--- config.mk ---
export PLATFORM = sky130hd
export DESIGN_NAME = input_conditioner
export DESIGN_NICKNAME = d
export VERILOG_FILES = /design/src/rtl/input_conditioner.sv
export SDC_FILE = /design/constraint.sdc
export NUM_CORES = 1
export LEC_CHECK = 0
export ABC_AREA = 1
export CORE_MARGIN = 4
export CORE_UTILIZATION = 45
export DETAILED_ROUTE_END_ITERATION = 10
export PLACE_DENSITY = 0.57
export RECOVER_POWER = 50
export SLEW_MARGIN = 20
export SYNTH_ARGS = -nofsm -noshare
export SYNTH_HDL_FRONTEND = slang
export SYNTH_SLANG_ARGS = --single-unit
--- constraint.sdc ---
create_clock -name clk -period 2.1 [get_ports clk]
set_input_delay 0.63 -clock clk [delete_from_list [all_inputs] [get_ports clk]]
set_output_delay 0.63 -clock clk [all_outputs]
set_load 0.01 [all_outputs]
--- src/rtl/input_conditioner.sv ---
// rtl/input_conditioner.sv - synchronise, debounce and pulse-shape the raw pet board inputs
//
// Purpose: turns four active-low push-buttons and one light comparator into
//   clean single-cycle active-high event pulses for the pet-state FSM.
//   Every input gets a 2-FF synchroniser followed by a stable-run debouncer.
//   Feed/heal/select pulse on a debounced press; test pulses only after a
//   long debounced hold; light pulses on entering dark and then periodically.
//
// Ports:
//   clk           in   system clock
//   rst           in   asynchronous reset, active low
//   btn_feed_n    in   raw feed button, 0 = pressed
//   btn_heal_n    in   raw heal button, 0 = pressed
//   btn_state_n   in   raw select button, 0 = pressed
//   btn_test_n    in   raw test button, 0 = pressed
//   light_raw     in   raw light comparator, 1 = dark
//   feeding       out  one-cycle pulse per accepted feed press
//   healing       out  one-cycle pulse per accepted heal press
//   change_state  out  one-cycle pulse per accepted select press
//   test          out  one-cycle pulse per qualifying long test press
//   light_out     out  pulse on entering dark, then every LIGHT_REPEAT_CYCLES while dark

module input_conditioner #(
  parameter int DEBOUNCE_CYCLES     = 1_000_000,
  parameter int TEST_HOLD_CYCLES    = 250_000_000,
  parameter int LIGHT_REPEAT_CYCLES = 50_000_000
) (
  input  logic clk,
  input  logic rst,
  input  logic btn_feed_n,
  input  logic btn_heal_n,
  input  logic btn_state_n,
  input  logic btn_test_n,
  input  logic light_raw,
  output logic feeding,
  output logic healing,
  output logic change_state,
  output logic test,
  output logic light_out
);

  localparam int NCH    = 5;
  localparam int DB_W   = $clog2(DEBOUNCE_CYCLES + 1);
  localparam int HOLD_W = $clog2(TEST_HOLD_CYCLES + 1);
  localparam int REP_W  = $clog2(LIGHT_REPEAT_CYCLES + 1);

  localparam logic [DB_W-1:0]   DB_LAST       = DB_W'(DEBOUNCE_CYCLES - 1);
  localparam logic [HOLD_W-1:0] HOLD_LAST     = HOLD_W'(TEST_HOLD_CYCLES - 1);
  // test is registered, so it is set on the edge where the count steps onto HOLD_LAST
  localparam logic [HOLD_W-1:0] HOLD_PULSE_AT = HOLD_W'(TEST_HOLD_CYCLES - 2);
  localparam logic [REP_W-1:0]  REP_LAST      = REP_W'(LIGHT_REPEAT_CYCLES - 1);

  // Channel bit positions inside the packed vectors below
  localparam int CH_FEED  = 4;
  localparam int CH_HEAL  = 3;
  localparam int CH_STATE = 2;
  localparam int CH_TEST  = 1;
  localparam int CH_LIGHT = 0;

  // Raw-polarity "released" levels: buttons high, light bright (low)
  localparam logic [NCH-1:0] IDLE_LEVEL = 5'b11110;

  typedef enum logic {
    BRIGHT,
    DARK
  } light_state_t;

  logic [NCH-1:0]  raw;
  logic [NCH-1:0]  sync_meta;
  logic [NCH-1:0]  sync_out;
  logic [NCH-1:0]  deb;
  logic [2:0]      btn_prev;
  logic [DB_W-1:0] db_cnt [NCH];
  logic [HOLD_W-1:0] hold_cnt;
  logic [REP_W-1:0]  rep_cnt;
  light_state_t      light_state;

  assign raw = {btn_feed_n, btn_heal_n, btn_state_n, btn_test_n, light_raw};

  // Two-flop synchroniser; the first stage feeds only the second stage
  always_ff @(posedge clk or negedge rst) begin
    if (!rst) begin
      sync_meta <= IDLE_LEVEL;
      sync_out  <= IDLE_LEVEL;
    end else begin
      sync_meta <= raw;
      sync_out  <= sync_meta;
    end
  end

  // Debounce: a new level is accepted only after DEBOUNCE_CYCLES consecutive
  // samples that differ from the current debounced level
  always_ff @(posedge clk or negedge rst) begin
    if (!rst) begin
      deb <= IDLE_LEVEL;
      for (int i = 0; i < NCH; i++) begin
        db_cnt[i] <= '0;
      end
    end else begin
      for (int i = 0; i < NCH; i++) begin
        if (sync_out[i] == deb[i]) begin
          db_cnt[i] <= '0;
        end else if (db_cnt[i] == DB_LAST) begin
          deb[i]    <= sync_out[i];
          db_cnt[i] <= '0;
        end else begin
          db_cnt[i] <= db_cnt[i] + DB_W'(1);
        end
      end
    end
  end

  // Press pulses: released (1) -> pressed (0) edge on the debounced level
  always_ff @(posedge clk or negedge rst) begin
    if (!rst) begin
      btn_prev     <= 3'b111;
      feeding      <= 1'b0;
      healing      <= 1'b0;
      change_state <= 1'b0;
    end else begin
      btn_prev     <= deb[CH_FEED:CH_STATE];
      feeding      <= btn_prev[2] & ~deb[CH_FEED];
      healing      <= btn_prev[1] & ~deb[CH_HEAL];
      change_state <= btn_prev[0] & ~deb[CH_STATE];
    end
  end

  // Test long-press: count debounced hold time, fire once, then saturate
  // until the button is released
  always_ff @(posedge clk or negedge rst) begin
    if (!rst) begin
      hold_cnt <= '0;
      test     <= 1'b0;
    end else if (deb[CH_TEST]) begin
      hold_cnt <= '0;
      test     <= 1'b0;
    end else begin
      if (hold_cnt != HOLD_LAST) begin
        hold_cnt <= hold_cnt + HOLD_W'(1);
      end
      test <= (hold_cnt == HOLD_PULSE_AT);
    end
  end

  // Light FSM: pulse on entering dark, then once per repeat period while dark
  always_ff @(posedge clk or negedge rst) begin
    if (!rst) begin
      light_state <= BRIGHT;
      rep_cnt     <= '0;
      light_out   <= 1'b0;
    end else begin
      case (light_state)
        BRIGHT: begin
          rep_cnt <= '0;
          if (deb[CH_LIGHT]) begin
            light_state <= DARK;
            light_out   <= 1'b1;
          end else begin
            light_out   <= 1'b0;
          end
        end
        DARK: begin
          if (!deb[CH_LIGHT]) begin
            light_state <= BRIGHT;
            rep_cnt     <= '0;
            light_out   <= 1'b0;
          end else if (rep_cnt == REP_LAST) begin
            rep_cnt   <= '0;
            light_out <= 1'b1;
          end else begin
            rep_cnt   <= rep_cnt + REP_W'(1);
            light_out <= 1'b0;
          end
        end
        default: begin
          light_state <= BRIGHT;
          rep_cnt     <= '0;
          light_out   <= 1'b0;
        end
      endcase
    end
  end

endmodule

-- After elaboration in Yosys (flattened, before gate mapping)
Index checks and enable logic that the tools add are counted.
- input bits: 7
- word-level logic and storage cells: 79
- output and inout port bits: 5
- register bits after elaboration: 178
- equal/unequal tests: 13
- muxes and demuxes: 20
- reductions and logical operators: 6
- $add $sub $neg: 7
- bitwise operators: 12
- operators by type and width (kind ; number):
    $mux 20 ; 10
    $add 20x1->20 const B ; 5
    $eq 20x20->1 const B ; 5
    $mux 28 ; 2
    $mux 26 ; 2
    $pmux 26 s2 ; 1
    $add 28x1->28 const B ; 1
    $eq 28x28->1 const B ; 1
    $ne 28x28->1 const B ; 1
    $add 26x1->26 const B ; 1
    $eq 26x26->1 const B ; 1
    $reduce_and 2->1 ; 5
    $not 1->1 ; 9
    $eq 1x1->1 ; 5
    $mux 1 ; 4
    $and 1x1->1 ; 3
    $pmux 1 s2 ; 1
    $reduce_bool 2->1 ; 1

-- Logic depth before layout (Yosys ltp)
- depth in word-level cells: 4
- depth in mapped cells: 9
- mapped depth without buffers: 9

-- Worst setup path after synthesis
Ideal clock, no wire load.
- path type: flip-flop to flip-flop
- start point: register rep_cnt[0]
- end point: register rep_cnt[0]
- period minus slack after synthesis: 1485 ps
- stages on the path, launching flop included: 10
- data arrival time: 1361 ps
- path slack: 615 ps
- cells stage by stage: dfrtp_1 > ha_1 > nand2_2 > nor2_2 > nand3_2 > nor2_4 > nand2_4 > nand2_4 > buf_6 > nor2_1
- word-level cells in the longest chain between the ends: 4
- elaborated cells between the ends (all ways): 5
- those cells by class: 1 x add/sub; 1 x eq/ne; 3 x mux
- ends and longest elaborated chain (element ; RTL line ; source):
    start, declared ; 75 ; logic [REP_W-1:0] rep_cnt;
    start signal, assigned ; 171 ; rep_cnt <= rep_cnt + REP_W'(1);
    $add 26x1->26 / $eq 26x26->1 (equally long branches) ; 171, 167 ;
    $mux 26 (*) ; 167 ; end else if (rep_cnt == REP_LAST) begin
    $mux 26 (*) ; 163 ; if (!deb[CH_LIGHT]) begin
    $pmux 26 s2 (*) ; 152 ; case (light_state)
Mark *: on every way between the ends. The rest lies on a longest branch, timed or not.
A chain may end at the register's enable or synchronous reset.

-- Worst setup path in the final report
- start point: register test
- end point: output test
- RTL lines (element ; RTL line ; source):
    start, declared ; 38 ; output logic test,
    start signal, assigned ; 141 ; test <= (hold_cnt == HOLD_PULSE_AT);
No word-level cell between the ends.

==> results_dict.tcl <==
set metrics [dict create \
    die_y_um 154 \
    grt_pass1_wl_um 35100 \
    rsz0062_at_grt "false" \
    fmax_ghz 0.518 \
    power.leakage_nw 4.45 \
    synth_area_per_cell_um2 7.41 \
    grt-busiest-layer "met2" \
    syn_inst 1291 \
    grt_pass1_vias 7547 \
    final.min_clock_period_ps 1930 \
    h-tree-depth 4 \
    rows 53 \
    drt_wl_total_um 19400 \
    drive_gt1_share_pct 7.56 \
    slowest_stage "clkdlybuf4s50_1" \
    grt_overflow 0 \
    yosysWarnings 0 \
    path_cells "clkdlybuf4s50_1" \
    syn_area_mm2 0.00957 \
    slew_violations 0 \
    slew_headroom_pct 27.6 \
    grtUsageMet2_pct 28.1 \
    antenna_cells 0 \
    drt_iter0_drc 351 \
    finalCoreUtilization_pct 50.8 \
    hold_class "in2async" \
    met1_usage_pct 25.5 \
    syn_nets 1306 \
    final_common_cell "nand2_1" \
    holdBufCountCts 0 \
    syn_to_final_growth_pct 11.2 \
    layout_common_cells "nand2_1 (332), nor2_1 (321), dfrtp_1 (163)" \
    pin_count 12 \
    grt_use_total_pct 17.7 \
    hpwl_um 14300 \
    nets 1338 \
    max-cap-violations 0 \
    routabilityCongestion 0.846 \
    clockRootBuffer "clkbuf_16" \
    finClkSkew_ps 13.9 \
    fin_ws_ps 169 \
    start_kind "register" \
    die_x_um 154 \
    placed_area_mm2 0.0101 \
    place_ws_ps 294 \
    grt_max_degree 70 \
    cp_top_family "buffers and inverters" \
    via_per_inst 4.79 \
    drc 0 \
    die_area_mm2 0.0237 \
    clkLatencyLatePin_ps 420 \
    hold_ws_ps 85.2 \
    crit_arrival_ps 1300 \
    ir_drop_uv 430 \
    io_buffers 11 \
    numCtsBuffers 17 \
    tns_ps 0 \
    dr.pass1.iters 5 \
    cp.buffers_inverters 1 \
    status "finished, final reports clean" \
    ys_types 32 \
    postCtsSetupBuffers 0 \
    cts_buffer_depth 2 \
    cts_tree "built" \
    power_density_mw_per_mm2 650 \
    crit_required_ps 1470 \
    crit_path_end_kind "output port" \
    finalHoldViolCount 0 \
    critPathKind "reg2out" \
    path_clk_slew_ps 70 \
    wl_per_cell_um 12.1 \
    antenna_found_initial 0 \
    yosysSeqAreaShare_pct 46.7 \
    start_util_pct 45.7 \
    vias 7711 \
    met3_usage_pct 3.41 \
    max_stage_delay_ps 560 \
    core_mm2 0.0210 \
    worst_pin_slew_ps 1090 \
    crit_fanout 1 \
    setup_violations 0 \
    ys_seq_elements 178 \
    post-route-cell-area_mm2 0.0106 \
    finalCritPeriodShare_pct 92.0 \
    antenna_left 0 \
    cts.sinks 178 \
    ctsResizeCount 0 \
]
[logic make-up (layout without fill, tap and decap cells)]
kind of cell	count (synthesis)	after routing	synth area share, %
flops	178	178	46.7
fa+ha+maj	8	8	1.05
buf+inv	143	188	5.77
simple gates	845	845	37.6
compound gates	53	53	2.90
xor+xnor	64	64	5.94
[sequential cells by signal, summed over array words and instances, names as in the netlist]
name / cells
sync_out: 5
light_state: 1
light_out: 1
deb: 5
hold_cnt: 28
sync_meta: 5
healing: 1
change_state: 1
feeding: 1
btn_prev: 3
rep_cnt: 26
db_cnt: 100
test: 1
[path summary, 6_finish.rpt]
path / from / slack [ps] / endpoint / depth (start not counted)
worst max-delay path: test$_DFF_PN0_ / 170 / test / 1
worst min-delay path: rst / 90 / rep_cnt[24]$_DFF_PN0_ / 1
worst max register to register: db_cnt[0]$_DFF_PN0_ / 260 / db_cnt[19]$_DFF_PN0_ / 8
worst min register to register: sync_meta[1]$_DFF_PN1_ / 360 / sync_out[1]$_DFF_PN1_ / 0
max in group asynchronous: rst / 720 / db_cnt[74]$_DFF_PN0_ / 2
min in group clk: sync_meta[1]$_DFF_PN1_ / 360 / sync_out[1]$_DFF_PN1_ / 0
[cells in the mapped netlist, drive strengths merged]
cell	n	area [um^2]
ha	8	100
nor3b	4	30.0
nand3	88	455
nand2	344	1330
o21bai	3	22.5
nand3b	2	15.0
nor3	37	221
xor2	38	333
nor2	346	1400
or2	3	18.8
xnor2	26	235
nand4	21	131
dfstp	15	394
buf	3	26.3
a21boi	1	7.51
inv	137	514
clkinv	1	3.75
clkbuf	2	7.51
dfrtp	163	4080
o31ai	1	7.51
o21ai	23	115
a21oi	25	125
[power breakdown]
part	internal, W	switching (W)
Sequential	0.00347	0.0000225
Clock	0.00185	0.00140
Combinational	0.0000478	0.000133
[final cells by class]
| type | count | area (um^2) |
|---|---|---|
| Fill cell | 2106 | 10300 |
| Multi-Input combinational cell | 970 | 4550 |
| Sequential cell | 178 | 4470 |
| Inverter | 138 | 518 |
| Clock buffer | 20 | 457 |
| Tap cell | 275 | 344 |
| Timing Repair Buffer | 18 | 161 |
| Clock inverter | 12 | 144 |
[metrics by stage]
stage	total power (W)	cells
finish	0.00691	1611
global route	0.00723	1611
detailed placement	0.00376	1579
floorplan	0.00363	1291
CTS	0.00707	1611
global placement	0.00376	1579
[layer usage]
metal	share of wire (%)	up-vias	wire length, um
met1	52	3545	10100
met5	0	-	0
met4	0.55	0	106
met3	2.3	5	443
li1	-	4088	-
met2	45	73	8760
No activity file was read; power rests on OpenSTA's default activity.
